$ cat src/rtl/dsp_muladd_arbiter.sv
// dsp_muladd_arbiter
//   Two-requester front end for an external fused multiply-add DSP slice
//   (AREG=BREG=MREG=PREG=1, CREG=0). Requests are granted into the DSP,
//   a {valid,id} tag rides alongside the DSP pipeline, and c is delayed so
//   it meets the product at the P-register adder.
//   Optional macro: DSP_ARB_FIXED_PRIORITY_EN -- requester 0 always wins on
//   contention instead of round-robin (RR_INIT then has no effect).
module dsp_muladd_arbiter #(
  parameter int unsigned RR_INIT = 0
) (
  input  logic        clock,
  input  logic        reset,
  input  logic        req0_valid,
  input  logic        req1_valid,
  output logic        req0_ready,
  output logic        req1_ready,
  input  logic [7:0]  req0_a,
  input  logic [7:0]  req1_a,
  input  logic [7:0]  req0_b,
  input  logic [7:0]  req1_b,
  input  logic [15:0] req0_c,
  input  logic [15:0] req1_c,
  output logic [7:0]  dsp_a,
  output logic [7:0]  dsp_b,
  output logic [15:0] dsp_c,
  output logic        dsp_en,
  output logic        dsp_rst,
  input  logic [15:0] dsp_y,
  output logic        resp_valid,
  input  logic        resp_ready,
  output logic        resp_id,
  output logic [15:0] resp_y
);

  localparam logic LP_RR_INIT = (RR_INIT != 0);

  logic        w_stall;
  logic        w_en;
  logic        w_g0;
  logic        w_g1;
  logic        w_gany;
  logic [15:0] w_c_in;

  logic        r_prio;
  logic        r_v1, r_v2, r_v3;
  logic        r_id1, r_id2, r_id3;
  logic [15:0] r_c1, r_c2;

  assign w_stall = r_v3 & ~resp_ready;
  assign w_en    = ~w_stall & ~reset;
  assign w_gany  = w_g0 | w_g1;

  assign dsp_en  = w_en;
  assign dsp_rst = reset;

  assign req0_ready = w_g0;
  assign req1_ready = w_g1;

  assign resp_valid = r_v3;
  assign resp_id    = r_id3;
  assign resp_y     = dsp_y;

  assign dsp_c = r_v2 ? r_c2 : '0;

  // Grant selection: only when the pipeline can advance and not in reset
  always_comb begin
    w_g0 = 1'b0;
    w_g1 = 1'b0;
    if (w_en) begin
      if (req0_valid && req1_valid) begin
`ifdef DSP_ARB_FIXED_PRIORITY_EN
        w_g0 = 1'b1;
`else
        if (r_prio) w_g1 = 1'b1;
        else        w_g0 = 1'b1;
`endif
      end else begin
        w_g0 = req0_valid;
        w_g1 = req1_valid;
      end
    end
  end

  // Operand mux towards the DSP A/B/C inputs; zero when nothing is granted
  always_comb begin
    dsp_a  = '0;
    dsp_b  = '0;
    w_c_in = '0;
    if (w_g0) begin
      dsp_a  = req0_a;
      dsp_b  = req0_b;
      w_c_in = req0_c;
    end else if (w_g1) begin
      dsp_a  = req1_a;
      dsp_b  = req1_b;
      w_c_in = req1_c;
    end
  end

  // Round-robin priority: hand priority to the other requester after a grant
  always_ff @(posedge clock) begin
    if (reset) begin
      r_prio <= LP_RR_INIT;
    end else if (w_gany) begin
      r_prio <= w_g0;
    end
  end

  // Tag pipeline (A, M, P) and c delay line, frozen while stalled
  always_ff @(posedge clock) begin
    if (reset) begin
      r_v1  <= 1'b0;
      r_v2  <= 1'b0;
      r_v3  <= 1'b0;
      r_id1 <= 1'b0;
      r_id2 <= 1'b0;
      r_id3 <= 1'b0;
      r_c1  <= '0;
      r_c2  <= '0;
    end else if (w_en) begin
      r_v1  <= w_gany;
      r_id1 <= w_g1;
      r_v2  <= r_v1;
      r_id2 <= r_id1;
      r_v3  <= r_v2;
      r_id3 <= r_id2;
      r_c1  <= w_c_in;
      r_c2  <= r_c1;
    end
  end

endmodule
$ cat config.mk
export PLATFORM = sky130hd
export DESIGN_NAME = dsp_muladd_arbiter
export DESIGN_NICKNAME = d
export VERILOG_FILES = /design/src/rtl/dsp_muladd_arbiter.sv
export SDC_FILE = /design/constraint.sdc
export NUM_CORES = 1
export LEC_CHECK = 0
export BUFFER_PORTS_ARGS = -buffer_cell sky130_fd_sc_hd__buf_2
export CAP_MARGIN = 25
export CORE_MARGIN = 3
export CORE_UTILIZATION = 36
export DETAILED_ROUTE_END_ITERATION = 12
export PLACE_DENSITY = 0.86
export SLEW_MARGIN = 5
export SYNTH_ARGS = -nofsm -noshare
export SYNTH_HDL_FRONTEND = slang
export SYNTH_SLANG_ARGS = --single-unit
$ cat constraint.sdc
create_clock -name clock -period 1.4 [get_ports clock]
set_input_delay 0.14 -clock clock [delete_from_list [all_inputs] [get_ports clock]]
set_output_delay 0.14 -clock clock [all_outputs]
set_load 0.02 [all_outputs]
==> impl_metrics.toml, run 1 <==
[status]
status = "complete, but fails checks"
violations = "setup timing"

[setup_path]
critical_path_required_ns = 1.26
crit_start = "resp_valid"
cp-start-kind = "register"
r2r-end = "r_c1[15]"
critPathKind = "reg -> out"
timing.reg2reg.setup_slack_ns = -0.13
reg2reg_depth = 7
endpoint = "dsp_b[1]"
cp_max_fo = 6
reg2reg_from = "resp_valid"
cp-end-kind = "output port"
cp.arrival_ns = 1.58

[sta]
slew_viol_final = 0
finalHoldViolCount = 0
fin_skew_ns = 0.00702
fmaxAchievable_mhz = 582
fin_crit_sh = 1.23
fin_ws_ns = -0.317
slew_headroom = 0.797
setup_viol = 35
fin_crit_ns = 1.72
tightest_slew_ns = 0.304
rsz0062_at_grt = "true"

[synthesis]
synth_fa_ha_area_frac = 0
synthXorXnorAreaFrac = 0
synth_top_family_by_area = "compound AO/OA/AOI/OAI gates"
ys_types = 20
yosys_warnings = 0
synth-seq-cells = 39
syn-instance-count = 210
synthesis.nets = 295
synth.cell_area_um2 = 1860
synthMuxAreaShare = 0
avgSynthCellArea_um2 = 8.85
synth_seq_area_share = 0.420
synth_compound_area_frac = 0.242
synthSimpleGateAreaFrac = 0.213

[layout]
area_delta_synth_final_pct = 68.4
fill_cells = 385
seq_area_um2 = 785
finish.instance_area_um2 = 3130
final_common_cell = "buf_2"
multi_input_area_um2 = 1030
final_util = 0.645
final_cell_mix = "buf_2, nand2_1, dfxtp_1"
final_net_count = 410
final_cells = 393
drive_gt1_frac = 0.555
diodes = 0

[global_routing]
grt_max_degree = 23
grt_overflow = 0
grt_pass1_vias = 1915
grt_use_total = 0.192
grt_pass1_wl_um = 9260
antenna_found_initial = 0

[floorplan]
initial_core_util = 0.383
num_io_pins = 139
die_w_um = 77.8
die-area_um2 = 6060
die_h_um = 77.8
num_rows = 25
core-area_um2 = 4850

[clock_tree]
htreeDepth = 2
cts.path.max_buffers = 2
clk_pin_slew_worst_paths_ns = 0.08
cts_buffers = 5
cts_sinks = 39
clock_latency_ns = 0.30
cts_hold_buf = 0
cts_tree = "done"
cts_root_buf = "clkbuf_8"

[power_and_ir_drop]
vdd_ir_drop_max_mv = 0.443
p_leak_nw = 1.52
power_density_nw_per_um2 = 846

[placed_design]
dpl.cell_count = 360
placed_cell_area_um2 = 2500
place_ws_ns = -0.124
io_buffers = 106
place.gp.congestion = 0.729
dp_hpwl_um = 3690

[drt]
routedWlPerCell_um = 15.6
post-route-drc-count = 0
avgViaCountPerCell = 4.86
drt_iter0_drc = 41
vias = 1911
drt-total-wl_um = 6130
ant_nets = 0
dr.pass1.iters = 4

[min_path]
min_path_type = "in -> reg"

[job]
maxCapViolations = 0
worst max-delay path, cell delays in order, from the launching register on:
cell	delay [ns]
dfxtp_2	0.33
buf_4	0.11
nand2b_4	0.05
o2111a_2	0.21
clkbuf_16	0.19
a22o_4	0.26
buf_6	0.13
area by class of cell:
type | count | share of cell area
clock buffers | 5 | 0.0220
multi-input cells | 135 | 0.330
well taps | 67 | 0.0268
flip-flops and latches | 39 | 0.251
clock inverters | 3 | 0.00640
inverters | 2 | 0.00240
repair buffers | 142 | 0.362
synthesized netlist by cell type:
library cell | count | area, µm²
dfxtp_1 | 39 | 781
nand2_1 | 39 | 146
and2_1 | 32 | 200
a21oi_1 | 19 | 95.1
buf_4 | 18 | 135
a221o_1 | 16 | 160
a22o_1 | 16 | 140
clkbuf_1 | 8 | 30.0
buf_2 | 5 | 25.0
nor2_1 | 4 | 15.0
buf_6 | 3 | 33.8
inv_1 | 2 | 7.51
nor3_1 | 2 | 10.0
a2111oi_4 | 1 | 27.5
a21o_1 | 1 | 7.51
nand2b_1 | 1 | 6.26
nor2b_1 | 1 | 6.26
nor3b_2 | 1 | 12.5
o2111a_1 | 1 | 11.3
o21bai_1 | 1 | 7.51
report_power, final:
group	switching (W)	total, W	internal, W
Clock	0.000404	0.000751	0.000346
Combinational	0.000291	0.000670	0.000379
Sequential	0.0000407	0.00122	0.00118
Total	0.000736	0.00265	0.00191
what timing repair did:
item,4_1_cts,5_1_grt
gates cloned,6,2
setup buffers,12,8
endpoints found under the setup margin,47,35
pin swaps,1,0
gates resized for setup,54,16
worst min path at each step:
stage	from	end	slack [ns]	depth (start not counted)
floorplan	req0_c[0]	r_c1[0]	0.28	1
finish	req0_c[3]	r_c1[3]	0.06	2
global route	req1_c[1]	r_c1[1]	0.06	2
global placement	dsp_y[14]	resp_y[14]	0.28	0
CTS	req0_c[3]	r_c1[3]	0.05	2
detailed placement	dsp_y[14]	resp_y[14]	0.28	0
logic make-up (layout without fill, tap and decap cells):
family                 Yosys count  in the layout
and+or+nand+nor                 80             80
DFF                             39             39
AOI/OAI and AO/OA               55             55
buffers and inverters           36            152
per-layer routing:
metal	vias up	track usage	routed length [µm]
met5	-	0	0
met4	0	0.0747	149
met3	16	0.0383	472
met2	91	0.336	3090
met1	864	0.229	2420
li1	940	-	-
flip-flops by register name, summed over array words and instances (netlist names):
name / flops
r_id1: 1
r_c2: 16
resp_id: 1
r_v2: 1
r_v1: 1
resp_valid: 1
r_c1: 16
r_id2: 1
r_prio: 1
metrics by stage:
stage               hold slack (ns)  power [W]  TNS [ns]
floorplan                     0.278    0.00160     -3.71
global placement              0.280    0.00173     -1.97
detailed placement            0.280    0.00174     -3.40
CTS                          0.0510    0.00265     -6.49
global route                 0.0621    0.00277     -8.72
finish                       0.0587    0.00265     -6.98
Power figures use the tool's default switching activity.
==> inputs of run 2 (changes only) <==
SKIP_LAST_GASP = 1   (was default)
==> run 2 against run 1 <==
Compared with the run above:
- the run still ends with setup timing left
- combinational power fell by 6.0%
- largest power group unchanged
- final area fell by 4.4%
- first-iteration DRC count rose by 51%
- wire length decreased by 6.5%
- worst setup slack lost 0.031 ns
- die area is the same
- final cell count shrank 2.0%
- clock-buffer cell count did not move
==> impl_metrics.toml, run 2 (synthesized netlist as in run 1, its figures left out) <==
[status]
status = "complete, but fails checks"
violations = "setup timing"

[setup_path]
cp_max_fo = 5
cp-end-kind = "output port"
cp.arrival_ns = 1.61
critPathKind = "reg -> out"
slowest_stage = "dfxtp_2"
crit_chain = "nor2b_4 -> a2111oi_4 -> buf_4 -> buf_8 -> a22o_4 -> buf_6"
crit_family = "buffers and inverters"
max_stage_delay_ns = 0.33
timing.reg2reg.setup_slack_ns = -0.15
r2r-end = "r_c1[15]"
worst-path-stages = 6
crit_start = "resp_valid"
critical_path_required_ns = 1.26
cp-start-kind = "register"
endpoint = "dsp_a[6]"
reg2reg_depth = 7
reg2reg_from = "resp_valid"
crit_buf_inv = 3

[floorplan]
die_w_um = 77.8
num_io_pins = 139
initial_core_util = 0.383
core-area_um2 = 4850
die-area_um2 = 6060
die_h_um = 77.8
num_rows = 25

[global_routing]
grt_max_degree = 23
grt_overflow = 0
antenna_found_initial = 0
grt_use_total = 0.192
grt_pass1_vias = 1947
grt_pass1_wl_um = 9250

[power_and_ir_drop]
p_int_w = 0.00188
power_w = 0.00262
pwr-share-comb = 0.241
p_clk_frac = 0.291
power_density_nw_per_um2 = 875
p_leak_nw = 1.45
power_frac_seq = 0.468
vdd_ir_drop_max_mv = 0.449
p_sw_w = 0.000733
netSwitchingFraction = 0.280

[layout]
diodes = 0
top_regs = "r_c1 x16, r_c2 x16"
final_net_count = 402
final_cell_mix = "buf_2, nand2_1, dfxtp_1"
area_delta_synth_final_pct = 60.9
drive_gt1_frac = 0.535
finish.instance_area_um2 = 2990
final_common_cell = "buf_2"

[drt]
drt-total-wl_um = 5730
drt_iter0_drc = 62
avgViaCountPerCell = 4.88
post-route-drc-count = 0
ant_nets = 0
dr.pass1.iters = 4
vias = 1878
routedWlPerCell_um = 14.9

[placed_design]
place.gp.congestion = 0.729
placed_cell_area_um2 = 2500
place_ws_ns = -0.124
dp_hpwl_um = 3690
io_buffers = 106

[sta]
whs_ns = 0.0600
rsz0062_at_grt = "true"
setup_viol = 35
fmaxAchievable_mhz = 572
fin_ws_ns = -0.349
finalSetupTns_ns = -7.79
finalHoldViolCount = 0
slew_headroom = 0.794
fin_skew_ns = 0.00986
tightest_slew_ns = 0.309
fin_crit_sh = 1.25
slew_viol_final = 0
fin_crit_ns = 1.75

[clock_tree]
cts_root_buf = "clkbuf_8"
clock_latency_ns = 0.30
htreeDepth = 2
cts_tree = "done"
cts.path.max_buffers = 2
cts_sinks = 39
clk_pin_slew_worst_paths_ns = 0.08
cts_hold_buf = 0
cts_buffers = 5

[job]
maxCapViolations = 0

[min_path]
min_path_type = "in -> reg"
## run 2: changes by cell type in the layout (fill, tap and decap cells not counted), moves of 2 or more
cell / change
buf_6: -3
clkbuf_16: -3
and2_1: +2
and2_4: -2
buf_4: -2
## run 2: worst min-delay path by stage
stage	from	endpoint	cells after the start	slack, ns
3_5_place_dp	dsp_y[14]	resp_y[14]	0	0.28
5_1_grt	req1_c[1]	r_c1[1]	2	0.06
3_3_place_gp	dsp_y[14]	resp_y[14]	0	0.28
2_1_floorplan	req0_c[0]	r_c1[0]	1	0.28
6_report	req0_c[2]	r_c1[2]	2	0.06
4_1_cts	req0_c[3]	r_c1[3]	2	0.05
## run 2: through the flow
step / utilization / instances
6_report: 0.617 / 385
5_1_grt: 0.617 / 385
4_1_cts: 0.623 / 386
3_5_place_dp: 0.516 / 360
3_3_place_gp: 0.516 / 360
2_1_floorplan: - / 210
## run 2: routing by layer
layer	GRT usage	wire, µm	up-vias
li1	-	-	926
met1	0.228	2340	855
met3	0.0394	429	14
met4	0.0836	147	0
met5	0	0	-
met2	0.331	2820	83
## run 2: area by class of cell
class,count,area (µm²)
Fill cell,408,1860
Multi-Input combinational cell,135,1020
Timing Repair Buffer,134,1010
Sequential cell,39,785
Tap cell,67,83.8
Clock buffer,5,68.8
Clock inverter,3,20.0
Inverter,2,7.51
## run 2: repair_timing
item,4_1_cts,5_1_grt
pin swaps,1,1
resized for setup,50,6
setup endpoints to repair,47,35
gates cloned,6,0
buffers inserted,12,2
## run 2: power groups by stage
stage | clock, W | combinational [W] | sequential, W
finish | 0.000761 | 0.000630 | 0.00122
floorplan | 0 | 0.000364 | 0.00124
global placement | 0 | 0.000487 | 0.00125
global route | 0.000823 | 0.000678 | 0.00123
detailed placement | 0 | 0.000497 | 0.00125
CTS | 0.000776 | 0.000654 | 0.00122
==> inputs of run 3 (changes only) <==
SKIP_LAST_GASP = default   (was 1)
clock period = 1.6 ns   (was 1.4 ns; I/O delays follow)
==> run 3 against run 2 <==
Compared with the run above:
- the flow still finishes with violations (setup timing)
- sequential cell count did not move
- worst setup slack improved by 0.29 ns
- first-iteration DRC count fell by 45%
- non-clock buffer count fell by 12
- final area fell by 7.3%
- sequential power fell by 12%
==> impl_metrics.toml, run 3 (synthesized netlist as in run 1, its figures left out) <==
[drt]
vias = 1811
post-route-drc-count = 0
routedWlPerCell_um = 14.5
dr.pass1.iters = 4
drt-total-wl_um = 5420
drt_iter0_drc = 34
avgViaCountPerCell = 4.86
ant_nets = 0

[placed_design]
io_buffers = 106
placed_cell_area_um2 = 2500
dp_hpwl_um = 3850
place.gp.congestion = 0.717

[global_routing]
grt_use_total = 0.177
grt_pass1_vias = 1878
grt_max_degree = 23
grt_overflow = 0
grt_pass1_wl_um = 8600
antenna_found_initial = 0

[power_and_ir_drop]
power_density_nw_per_um2 = 817
p_clk_frac = 0.306
p_int_w = 0.00166
p_leak_nw = 1.35
pwr-share-comb = 0.222
netSwitchingFraction = 0.267
p_sw_w = 0.000604
power_frac_seq = 0.472
vdd_ir_drop_max_mv = 0.424

[clock_tree]
htreeDepth = 2
cts_buffers = 5
cts_root_buf = "clkbuf_8"
cts.path.max_buffers = 2
cts_sinks = 39
clock_latency_ns = 0.29
cts_tree = "done"
clk_pin_slew_worst_paths_ns = 0.08
cts_hold_buf = 0

[layout]
area_delta_synth_final_pct = 49.2
drive_gt1_frac = 0.493
top_regs = "r_c1 x16, r_c2 x16"
final_net_count = 390
fill_cells = 437
seq_area_um2 = 783
final_cell_mix = "buf_2, nand2_1, dfxtp_1"
diodes = 0
finish.instance_area_um2 = 2770
final_common_cell = "buf_2"
multi_input_area_um2 = 995

[status]
status = "complete, but fails checks"
violations = "setup timing"

[floorplan]
die_w_um = 77.8
die_h_um = 77.8
num_io_pins = 139
num_rows = 25
initial_core_util = 0.383
core-area_um2 = 4850
die-area_um2 = 6060

[sta]
finalHoldViolCount = 0
fin_crit_ns = 1.66
rsz0062_at_grt = "true"
slew_headroom = 0.809
fin_skew_ns = 0.0126
slew_viol_final = 0
fin_ws_ns = -0.0618
fmaxAchievable_mhz = 602
finalSetupTns_ns = -0.820
tightest_slew_ns = 0.286
fin_crit_sh = 1.04
setup_viol = 16

[setup_path]
reg2reg_from = "resp_valid"
crit_top_cell = "buf_4"
critical_path_required_ns = 1.44
cp-end-kind = "output port"
crit_chain = "nor2b_4 -> a2111oi_4 -> buf_4 -> buf_4 -> a22o_4 -> buf_6"
cp_max_fo = 5
cp.arrival_ns = 1.50
crit_start = "resp_valid"
cp-start-kind = "register"
slowest_stage = "dfxtp_2"
critPathKind = "reg -> out"
max_stage_delay_ns = 0.34

[min_path]
hp-start = "req0_c[13]"
min_path_type = "in -> reg"

[job]
maxCapViolations = 0
-- run 3: cell types whose count changed in the layout (fill, tap and decap cells not counted), moves of 2 or more --
cell,change
buf_6,-5
and2_1,+4
and2_4,-4
buf_16,-4
buf_4,-3
buf_12,-2
clkinvlp_4,-2
-- run 3: per-layer routing --
layer | GRT usage | share of wire
met1 | 0.201 | 0.41
met2 | 0.312 | 0.50
met3 | 0.0429 | 0.066
met4 | 0.0765 | 0.021
met5 | 0 | 0
-- run 3: final timing paths --
kind              slack [ns]  depth (start not counted)       end
setup / recovery       -0.06                          6  dsp_b[2]
hold / removal           0.1                          2  r_c1[13]
setup reg to reg        0.03                          7  r_c1[15]
hold reg to reg         0.45                          2   r_c2[8]
-- run 3: area by class of cell --
cell class / count / share of cell area
Clock buffer: 7 / 0.0312
Sequential cell: 39 / 0.283
Inverter: 2 / 0.00271
Clock inverter: 1 / 0.00316
Multi-Input combinational cell: 135 / 0.359
Tap cell: 67 / 0.0302
Timing Repair Buffer: 122 / 0.291
-- run 3: what timing repair did --
action	4_1_cts	5_1_grt
pin swaps	2	0
cloned	0	1
gates resized for setup	33	5
endpoints found under the setup margin	17	17
buffers inserted	3	1
-- run 3: critical path, delay by kind of cell, from the launching register on --
family,cells,cell delay [ns]
compound gates,2,0.26
simple gates,1,0.17
flops,1,0.34
buf+inv,3,0.45
-- run 3: power by group through the flow --
| stage | sequential (W) | combinational (W) | clock [W] |
|---|---|---|---|
| 5_1_grt | 0.00108 | 0.000544 | 0.000751 |
| 2_1_floorplan | 0.00108 | 0.000318 | 0 |
| 4_1_cts | 0.00107 | 0.000484 | 0.000707 |
| 3_5_place_dp | 0.00109 | 0.000433 | 0 |
| 6_report | 0.00107 | 0.000503 | 0.000693 |
| 3_3_place_gp | 0.00109 | 0.000425 | 0 |
-- run 3: per-stage QoR --
| step | util | hold WS [ns] | cells | total power (W) | setup WS [ns] |
|---|---|---|---|---|---|
| 2_1_floorplan | - | 0.298 | 210 | 0.00140 | -0.0261 |
| 3_5_place_dp | 0.516 | 0.320 | 360 | 0.00152 | 0.0961 |
| 5_1_grt | 0.572 | 0.0752 | 373 | 0.00237 | -0.113 |
| 4_1_cts | 0.561 | 0.0804 | 371 | 0.00226 | -0.0704 |
| 3_3_place_gp | 0.516 | 0.320 | 360 | 0.00151 | 0.138 |
| 6_report | 0.572 | 0.0953 | 373 | 0.00226 | -0.0618 |
